[src/rtl/regs_wb_ctrl_if.sv]
// regs_wb_ctrl_if: exe/lsu/issue inputs and register-file write outputs of the writeback controller.
// REGS_WB_FWD_EN adds the source forwarding signals.
interface regs_wb_if;
  logic        exe_valid_in;
  logic [4:0]  exe_rd_in;
  logic [31:0] exe_data_in;
  logic        exe_ready_out;
  logic        lsu_valid_in;
  logic [4:0]  lsu_rd_in;
  logic [31:0] lsu_data_in;
  logic        iss_valid_in;
  logic [4:0]  iss_rd_in;
  logic [4:0]  rs1_addr_in;
  logic [4:0]  rs2_addr_in;
  logic        rs1_busy_out;
  logic        rs2_busy_out;
  logic [31:0] pending_mask_out;
  logic        regs_wen_out;
  logic [4:0]  regs_write_addr_out;
  logic [31:0] regs_write_data_out;
`ifdef REGS_WB_FWD_EN
  logic        rs1_fwd_valid_out;
  logic [31:0] rs1_fwd_data_out;
  logic        rs2_fwd_valid_out;
  logic [31:0] rs2_fwd_data_out;
`endif
  modport master (
    output exe_valid_in, exe_rd_in, exe_data_in, lsu_valid_in, lsu_rd_in, lsu_data_in,
           iss_valid_in, iss_rd_in, rs1_addr_in, rs2_addr_in,
    input  exe_ready_out, rs1_busy_out, rs2_busy_out, pending_mask_out,
           regs_wen_out, regs_write_addr_out, regs_write_data_out
`ifdef REGS_WB_FWD_EN
    , input rs1_fwd_valid_out, rs1_fwd_data_out, rs2_fwd_valid_out, rs2_fwd_data_out
`endif
  );
  modport slave (
    input  exe_valid_in, exe_rd_in, exe_data_in, lsu_valid_in, lsu_rd_in, lsu_data_in,
           iss_valid_in, iss_rd_in, rs1_addr_in, rs2_addr_in,
    output exe_ready_out, rs1_busy_out, rs2_busy_out, pending_mask_out,
           regs_wen_out, regs_write_addr_out, regs_write_data_out
`ifdef REGS_WB_FWD_EN
    , output rs1_fwd_valid_out, rs1_fwd_data_out, rs2_fwd_valid_out, rs2_fwd_data_out
`endif
  );
endinterface

[src/rtl/regs_wb_ctrl.sv]
// regs_wb_ctrl: merges exe/lsu writebacks onto one register-file write port, with an exe FIFO and RAW scoreboard.
// REGS_WB_FWD_EN adds forwarding of in-flight results from W and the FIFO.
module regs_wb_ctrl #(
  parameter int BUF_DEPTH = 2
) (
  input logic     clk,
  input logic     rst,
  regs_wb_if.slave wb
);
  localparam int CW = $clog2(BUF_DEPTH + 1);
  logic [4:0]    r_fifo_rd   [BUF_DEPTH];
  logic [31:0]   r_fifo_data [BUF_DEPTH];
  logic [CW-1:0] r_count;
  logic          r_wen;
  logic [4:0]    r_addr;
  logic [31:0]   r_data;
  logic [31:0]   r_pending;
  logic          w_lsu_live, w_exe_live, w_fifo_ne, w_pop, w_direct, w_push, w_sel;
  logic [CW-1:0] w_wptr;
  logic [4:0]    w_sel_rd;
  logic [31:0]   w_sel_data, w_set, w_clr;
  assign wb.exe_ready_out = rst && (r_count < CW'(BUF_DEPTH));
  assign w_fifo_ne  = r_count != '0;
  assign w_lsu_live = wb.lsu_valid_in && wb.lsu_rd_in != 5'd0;
  assign w_exe_live = wb.exe_valid_in && wb.exe_ready_out && wb.exe_rd_in != 5'd0;
  assign w_pop      = !w_lsu_live && w_fifo_ne;
  assign w_direct   = !w_lsu_live && !w_fifo_ne && w_exe_live;
  // exe results bypass the FIFO only when nothing older is waiting
  assign w_push     = w_exe_live && (w_lsu_live || w_fifo_ne);
  assign w_sel      = w_lsu_live || w_pop || w_direct;
  assign w_wptr     = r_count - CW'(w_pop);
  assign w_sel_rd   = w_lsu_live ? wb.lsu_rd_in : w_pop ? r_fifo_rd[0] : wb.exe_rd_in;
  assign w_sel_data = w_lsu_live ? wb.lsu_data_in : w_pop ? r_fifo_data[0] : wb.exe_data_in;
  assign w_set      = (wb.iss_valid_in && wb.iss_rd_in != 5'd0) ? (32'd1 << wb.iss_rd_in) : 32'd0;
  assign w_clr      = r_wen ? (32'd1 << r_addr) : 32'd0;
  always_ff @(posedge clk) begin
    if (!rst) begin
      r_count <= '0;
    end else begin
      if (w_pop)
        for (int i = 0; i < BUF_DEPTH - 1; i++) begin
          r_fifo_rd[i]   <= r_fifo_rd[i+1];
          r_fifo_data[i] <= r_fifo_data[i+1];
        end
      for (int i = 0; i < BUF_DEPTH; i++)
        if (w_push && i == int'(w_wptr)) begin
          r_fifo_rd[i]   <= wb.exe_rd_in;
          r_fifo_data[i] <= wb.exe_data_in;
        end
      r_count <= r_count + CW'(w_push) - CW'(w_pop);
    end
  end
  always_ff @(posedge clk) begin
    if (!rst) begin
      r_wen     <= 1'b0;
      r_addr    <= 5'd0;
      r_data    <= 32'd0;
      r_pending <= 32'd0;
    end else begin
      r_wen <= w_sel;
      if (w_sel) begin
        r_addr <= w_sel_rd;
        r_data <= w_sel_data;
      end
      r_pending <= (r_pending & ~w_clr) | w_set;
    end
  end
  assign wb.regs_wen_out        = r_wen;
  assign wb.regs_write_addr_out = r_addr;
  assign wb.regs_write_data_out = r_data;
  assign wb.pending_mask_out    = r_pending;
`ifdef REGS_WB_FWD_EN
  logic [1:0][4:0]  w_q;
  logic [1:0]       w_fv;
  logic [1:0][31:0] w_fd;
  assign w_q[0] = wb.rs1_addr_in;
  assign w_q[1] = wb.rs2_addr_in;
  // W is the oldest in-flight result, later FIFO slots are younger and override it
  always_comb begin
    for (int s = 0; s < 2; s++) begin
      w_fv[s] = r_wen && r_addr == w_q[s] && w_q[s] != 5'd0;
      w_fd[s] = r_data;
      for (int i = 0; i < BUF_DEPTH; i++)
        if (i < int'(r_count) && r_fifo_rd[i] == w_q[s] && w_q[s] != 5'd0) begin
          w_fv[s] = 1'b1;
          w_fd[s] = r_fifo_data[i];
        end
    end
  end
  assign wb.rs1_fwd_valid_out = w_fv[0];
  assign wb.rs1_fwd_data_out  = w_fd[0];
  assign wb.rs2_fwd_valid_out = w_fv[1];
  assign wb.rs2_fwd_data_out  = w_fd[1];
  assign wb.rs1_busy_out = r_pending[wb.rs1_addr_in] && wb.rs1_addr_in != 5'd0 && !w_fv[0];
  assign wb.rs2_busy_out = r_pending[wb.rs2_addr_in] && wb.rs2_addr_in != 5'd0 && !w_fv[1];
`else
  assign wb.rs1_busy_out = r_pending[wb.rs1_addr_in] && wb.rs1_addr_in != 5'd0;
  assign wb.rs2_busy_out = r_pending[wb.rs2_addr_in] && wb.rs2_addr_in != 5'd0;
`endif
endmodule

[src/flat_wrapper.sv]
// flat-port wrapper written by rule: the top's interface ports become plain ports
module regs_wb_ctrl_flat 
#(
  parameter int BUF_DEPTH = 2
)
  (clk, rst, wb_exe_valid_in, wb_exe_rd_in, wb_exe_data_in, wb_lsu_valid_in, wb_lsu_rd_in, wb_lsu_data_in, wb_iss_valid_in, wb_iss_rd_in, wb_rs1_addr_in, wb_rs2_addr_in, wb_exe_ready_out, wb_rs1_busy_out, wb_rs2_busy_out, wb_pending_mask_out, wb_regs_wen_out, wb_regs_write_addr_out, wb_regs_write_data_out);
  regs_wb_if wb_i ();
  input logic clk;
  input logic rst;
  input wire logic [$bits(wb_i.exe_valid_in)-1:0] wb_exe_valid_in;
  input wire logic [$bits(wb_i.exe_rd_in)-1:0] wb_exe_rd_in;
  input wire logic [$bits(wb_i.exe_data_in)-1:0] wb_exe_data_in;
  input wire logic [$bits(wb_i.lsu_valid_in)-1:0] wb_lsu_valid_in;
  input wire logic [$bits(wb_i.lsu_rd_in)-1:0] wb_lsu_rd_in;
  input wire logic [$bits(wb_i.lsu_data_in)-1:0] wb_lsu_data_in;
  input wire logic [$bits(wb_i.iss_valid_in)-1:0] wb_iss_valid_in;
  input wire logic [$bits(wb_i.iss_rd_in)-1:0] wb_iss_rd_in;
  input wire logic [$bits(wb_i.rs1_addr_in)-1:0] wb_rs1_addr_in;
  input wire logic [$bits(wb_i.rs2_addr_in)-1:0] wb_rs2_addr_in;
  output wire logic [$bits(wb_i.exe_ready_out)-1:0] wb_exe_ready_out;
  output wire logic [$bits(wb_i.rs1_busy_out)-1:0] wb_rs1_busy_out;
  output wire logic [$bits(wb_i.rs2_busy_out)-1:0] wb_rs2_busy_out;
  output wire logic [$bits(wb_i.pending_mask_out)-1:0] wb_pending_mask_out;
  output wire logic [$bits(wb_i.regs_wen_out)-1:0] wb_regs_wen_out;
  output wire logic [$bits(wb_i.regs_write_addr_out)-1:0] wb_regs_write_addr_out;
  output wire logic [$bits(wb_i.regs_write_data_out)-1:0] wb_regs_write_data_out;
  assign wb_i.exe_valid_in = wb_exe_valid_in;
  assign wb_i.exe_rd_in = wb_exe_rd_in;
  assign wb_i.exe_data_in = wb_exe_data_in;
  assign wb_i.lsu_valid_in = wb_lsu_valid_in;
  assign wb_i.lsu_rd_in = wb_lsu_rd_in;
  assign wb_i.lsu_data_in = wb_lsu_data_in;
  assign wb_i.iss_valid_in = wb_iss_valid_in;
  assign wb_i.iss_rd_in = wb_iss_rd_in;
  assign wb_i.rs1_addr_in = wb_rs1_addr_in;
  assign wb_i.rs2_addr_in = wb_rs2_addr_in;
  assign wb_exe_ready_out = wb_i.exe_ready_out;
  assign wb_rs1_busy_out = wb_i.rs1_busy_out;
  assign wb_rs2_busy_out = wb_i.rs2_busy_out;
  assign wb_pending_mask_out = wb_i.pending_mask_out;
  assign wb_regs_wen_out = wb_i.regs_wen_out;
  assign wb_regs_write_addr_out = wb_i.regs_write_addr_out;
  assign wb_regs_write_data_out = wb_i.regs_write_data_out;
  regs_wb_ctrl #(.BUF_DEPTH(BUF_DEPTH)) u_core (.clk(clk), .rst(rst), .wb(wb_i));
endmodule
[config.mk]
export PLATFORM = sky130hd
export DESIGN_NAME = regs_wb_ctrl_flat
export DESIGN_NICKNAME = d
export VERILOG_FILES = /design/src/rtl/regs_wb_ctrl_if.sv /design/src/rtl/regs_wb_ctrl.sv /design/src/flat_wrapper.sv
export SDC_FILE = /design/constraint.sdc
export NUM_CORES = 1
export LEC_CHECK = 0
export ABC_CLOCK_PERIOD_IN_PS = 8800
export BUFFER_PORTS_ARGS = -buffer_cell sky130_fd_sc_hd__buf_2
export CAP_MARGIN = 20
export CORE_MARGIN = 3
export CORE_UTILIZATION = 30
export DETAILED_ROUTE_END_ITERATION = 8
export PLACE_DENSITY = 0.61
export SETUP_SLACK_MARGIN = 0.02
export SLEW_MARGIN = 5
export SYNTH_ARGS = -nofsm -noshare
export SYNTH_HDL_FRONTEND = slang
export SYNTH_SLANG_ARGS = --single-unit
[constraint.sdc]
create_clock -name clk -period 8.8 [get_ports clk]
set_input_delay 0.88 -clock clk [delete_from_list [all_inputs] [get_ports clk]]
set_output_delay 0.88 -clock clk [all_outputs]
set_load 0.01 [all_outputs]
==> out/qor.txt <==
Worst-Margin Slew -> 1.10 ns
Power per Cell Area -> 194 mW/mm2
wire per inst -> 17.1 um
WHS Path Cells -> 2
full die area -> 0.0250 mm2
Seq. cell area -> 0.00366 mm2
Initial Util -> 30.6%
multi-input logic area -> 0.00311 mm2
Non-Filler Instances -> 1,094
Max VDD drop -> 0.131 mV
Placed Area -> 0.00803 mm2
PostCTS Resize Cnt -> 0
DP Worst Slack -> 5.25 ns
final worst slack -> 5.57 ns
gp weighted congestion -> 0.809
Area growth syn-to-layout -> 24.6%
Reg power frac -> 45.4%
final critical-path required period -> 3.23 ns
H-Tree Depth -> 4
Final Setup Violations -> 0
Hold Violations, Final -> 0
vias per cell -> 5.10
fin area -> 0.00866 mm2
first-pass GRT wire length -> 29,100 um
fraction of registers with async set/reset -> 0%
Synth Cell Area -> 0.00694 mm2
Worst R2R Setup Slack -> 6.27 ns
Distinct cells, synth -> 50
critical path type -> in -> out
Slew Limit Headroom -> 26.7%
via count of the routed design -> 5,584
critical path fanouts, max -> 12
Critical Path RT -> 7.92 ns
utilization after layout -> 38.1%
warnings from Yosys -> 0
Fillers -> 2,277
Int Power -> 1270 uW
core area -> 0.0227 mm2
clock latency on the worst-skew pair -> 0.42 ns
CTS Root Cell -> clkbuf_16
Die H -> 158 um
initial antenna violation count -> 4
Post-synth EDFFs -> 74
Startpoint Class -> primary input
CTS tree -> yes
clk_skew -> 0.0116 ns
Hold Path Class -> reg -> reg
Port Buf Inserts -> 166
largest net degree at the start of global routing -> 42
clock buffer count from CTS -> 17
hold_buf cts -> 0
Overflow after GRT -> 0
FF-to-FF End -> u_core.r_fifo_data[0][0]
placed cell count -> 1,060
Psw -> 410 uW
syn_area_per_cell -> 10.7 um2
Synth Flop Type -> edfxtp_1
Die W -> 158 um
fin. max-slew vios -> 0
Seq/Total Area, Yosys -> 52.8%
postcts setup bufs -> 0
status -> completed
reg-to-reg startpoint -> u_core.r_count[0]
Gate Count Post-Synth -> 650
Initial DRC Count -> 350
R2R cell count -> 2
CTS sink cnt -> 146
switching part of the total -> 24.5%
crit path DAT -> 2.35 ns
Post-Syn Nets -> 745
most common cell after layout, fill and taps aside -> buf_2
Tcrit/Tclk final -> 36.7%
Comb pwr share -> 11.1%
Leak -> 0.00340 uW
Setup TNS Final -> 0 ns
Site Rows -> 55
hold wc startpoint -> u_core.wb.pending_mask_out[0]
RSZ-0062 raised after global routing -> no
clock transition at the registers of the reported paths -> 0.06 ns
clock share of power -> 43.5%
I/O pins -> 167
Yosys reg bits -> 146
share of cells above drive strength 1 -> 31.8%
CTS max path bufs -> 2
WHS Endpoint -> u_core.wb.pending_mask_out[0]
1st-pass router iterations -> 5
# DRC -> 0
Max Clk Rate -> 309 MHz
Routed Antenna Nets -> 0
Max Cap Violations -> 0
commonest non-fill, non-tap cells in the layout -> buf_2 (166), nand2_1 (120), edfxtp_1 (74)
nets -> 890
HPWL Detailed -> 13,500 um
WL final -> 18,700 um
Tot GR Track Use -> 14.8%
vias in the first global route -> 5,287
Setup crit end kind -> primary output
==> cells by family after synthesis <==
group,after synthesis,synth area share (%)
simple gates,251,17.5
flops,146,52.8
compound gates,139,14.2
mux,65,12.2
buf+inv,48,3.12
fa+ha+maj,1,0.180
==> Yosys cell counts, types with 2 or more instances <==
master / instances / area share, %
nand3_1: 44 / 3.2
edfxtp_1: 74 / 32
mux4_2: 6 / 1.9
nand2_1: 120 / 6.5
and2_1: 2 / 0.18
mux2_2: 23 / 3.7
nand4b_1: 2 / 0.25
inv_1: 2 / 0.11
buf_2: 11 / 0.79
nand2b_1: 45 / 4.1
nor2b_1: 13 / 1.2
a21oi_1: 38 / 2.7
o31ai_1: 11 / 1.2
a31oi_1: 4 / 0.36
nor2_1: 9 / 0.49
a32o_1: 33 / 4.8
and3_1: 2 / 0.18
o211ai_1: 4 / 0.43
mux2_4: 19 / 4.1
o41ai_1: 4 / 0.50
o21ai_0: 24 / 1.7
dfxtp_1: 72 / 21
clkbuf_1: 27 / 1.5
o22a_1: 2 / 0.25
a22oi_1: 5 / 0.54
mux2i_1: 17 / 2.5
nor3b_1: 4 / 0.43
a211oi_1: 2 / 0.22
and3b_1: 3 / 0.38
buf_1: 5 / 0.27
a2111oi_0: 2 / 0.25
buf_6: 3 / 0.49
==> how the worst max path moves through the flow <==
stage,endpoint,start,cells past startpoint
after global placement,u_core.r_fifo_data[0][9],wb_lsu_rd_in[2],4
after floorplan,u_core.r_fifo_data[0][32],wb_lsu_rd_in[2],6
after CTS,wb_rs2_busy_out,wb_rs2_addr_in[0],6
final,wb_rs2_busy_out,wb_rs2_addr_in[0],6
after global routing,wb_rs1_busy_out,wb_rs1_addr_in[0],6
after detailed placement,u_core.r_fifo_data[0][33],wb_lsu_rd_in[2],7
==> per-stage QoR <==
stage	total power [uW]	hold slack (ns)
after detailed placement	962	0.450
after global routing	1740	0.473
final	1680	0.454
after floorplan	882	0.457
after global placement	958	0.433
after CTS	1690	0.462
==> critical path, stage by stage <==
cell,delay (ns)
buf_2,0.26
mux4_2,0.55
o22a_1,0.22
a22oi_1,0.19
o211ai_1,0.10
buf_2,0.15
==> final cells by class <==
type / instances / share of cell area (%)
flip-flops and latches: 146 / 42.3
multi-input cells: 456 / 36.0
repair buffers: 172 / 10.6
clock buffers: 21 / 5.45
well taps: 285 / 4.12
clock inverters: 11 / 1.45
inverters: 2 / 0.0867
diodes: 1 / 0.0289
==> registers in the layout, summed over array words and instances, names as in the netlist <==
register	flops
u_core.r_fifo_rd	10
u_core.r_count	2
u_core.wb.regs_write_data_out	32
u_core.wb.regs_wen_out	1
u_core.r_fifo_data	64
u_core.wb.pending_mask_out	32
u_core.wb.regs_write_addr_out	5
==> power groups by stage <==
| stage | clock network [uW] | logic (uW) | registers [uW] |
|---|---|---|---|
| floorplan | 0 | 105 | 777 |
| global placement | 0 | 183 | 775 |
| detailed placement | 0 | 187 | 775 |
| CTS | 743 | 188 | 761 |
| global route | 775 | 207 | 764 |
| finish | 729 | 186 | 761 |
==> routing by layer <==
metal	global-route usage [%]	vias to the layer above	wire length, um
met5	0	-	46
met4	4.14	6	205
met3	3.94	22	1370
met2	23.2	186	8640
met1	20.2	2670	8440
li1	-	2700	-
No activity file was read; power rests on OpenSTA's default activity.
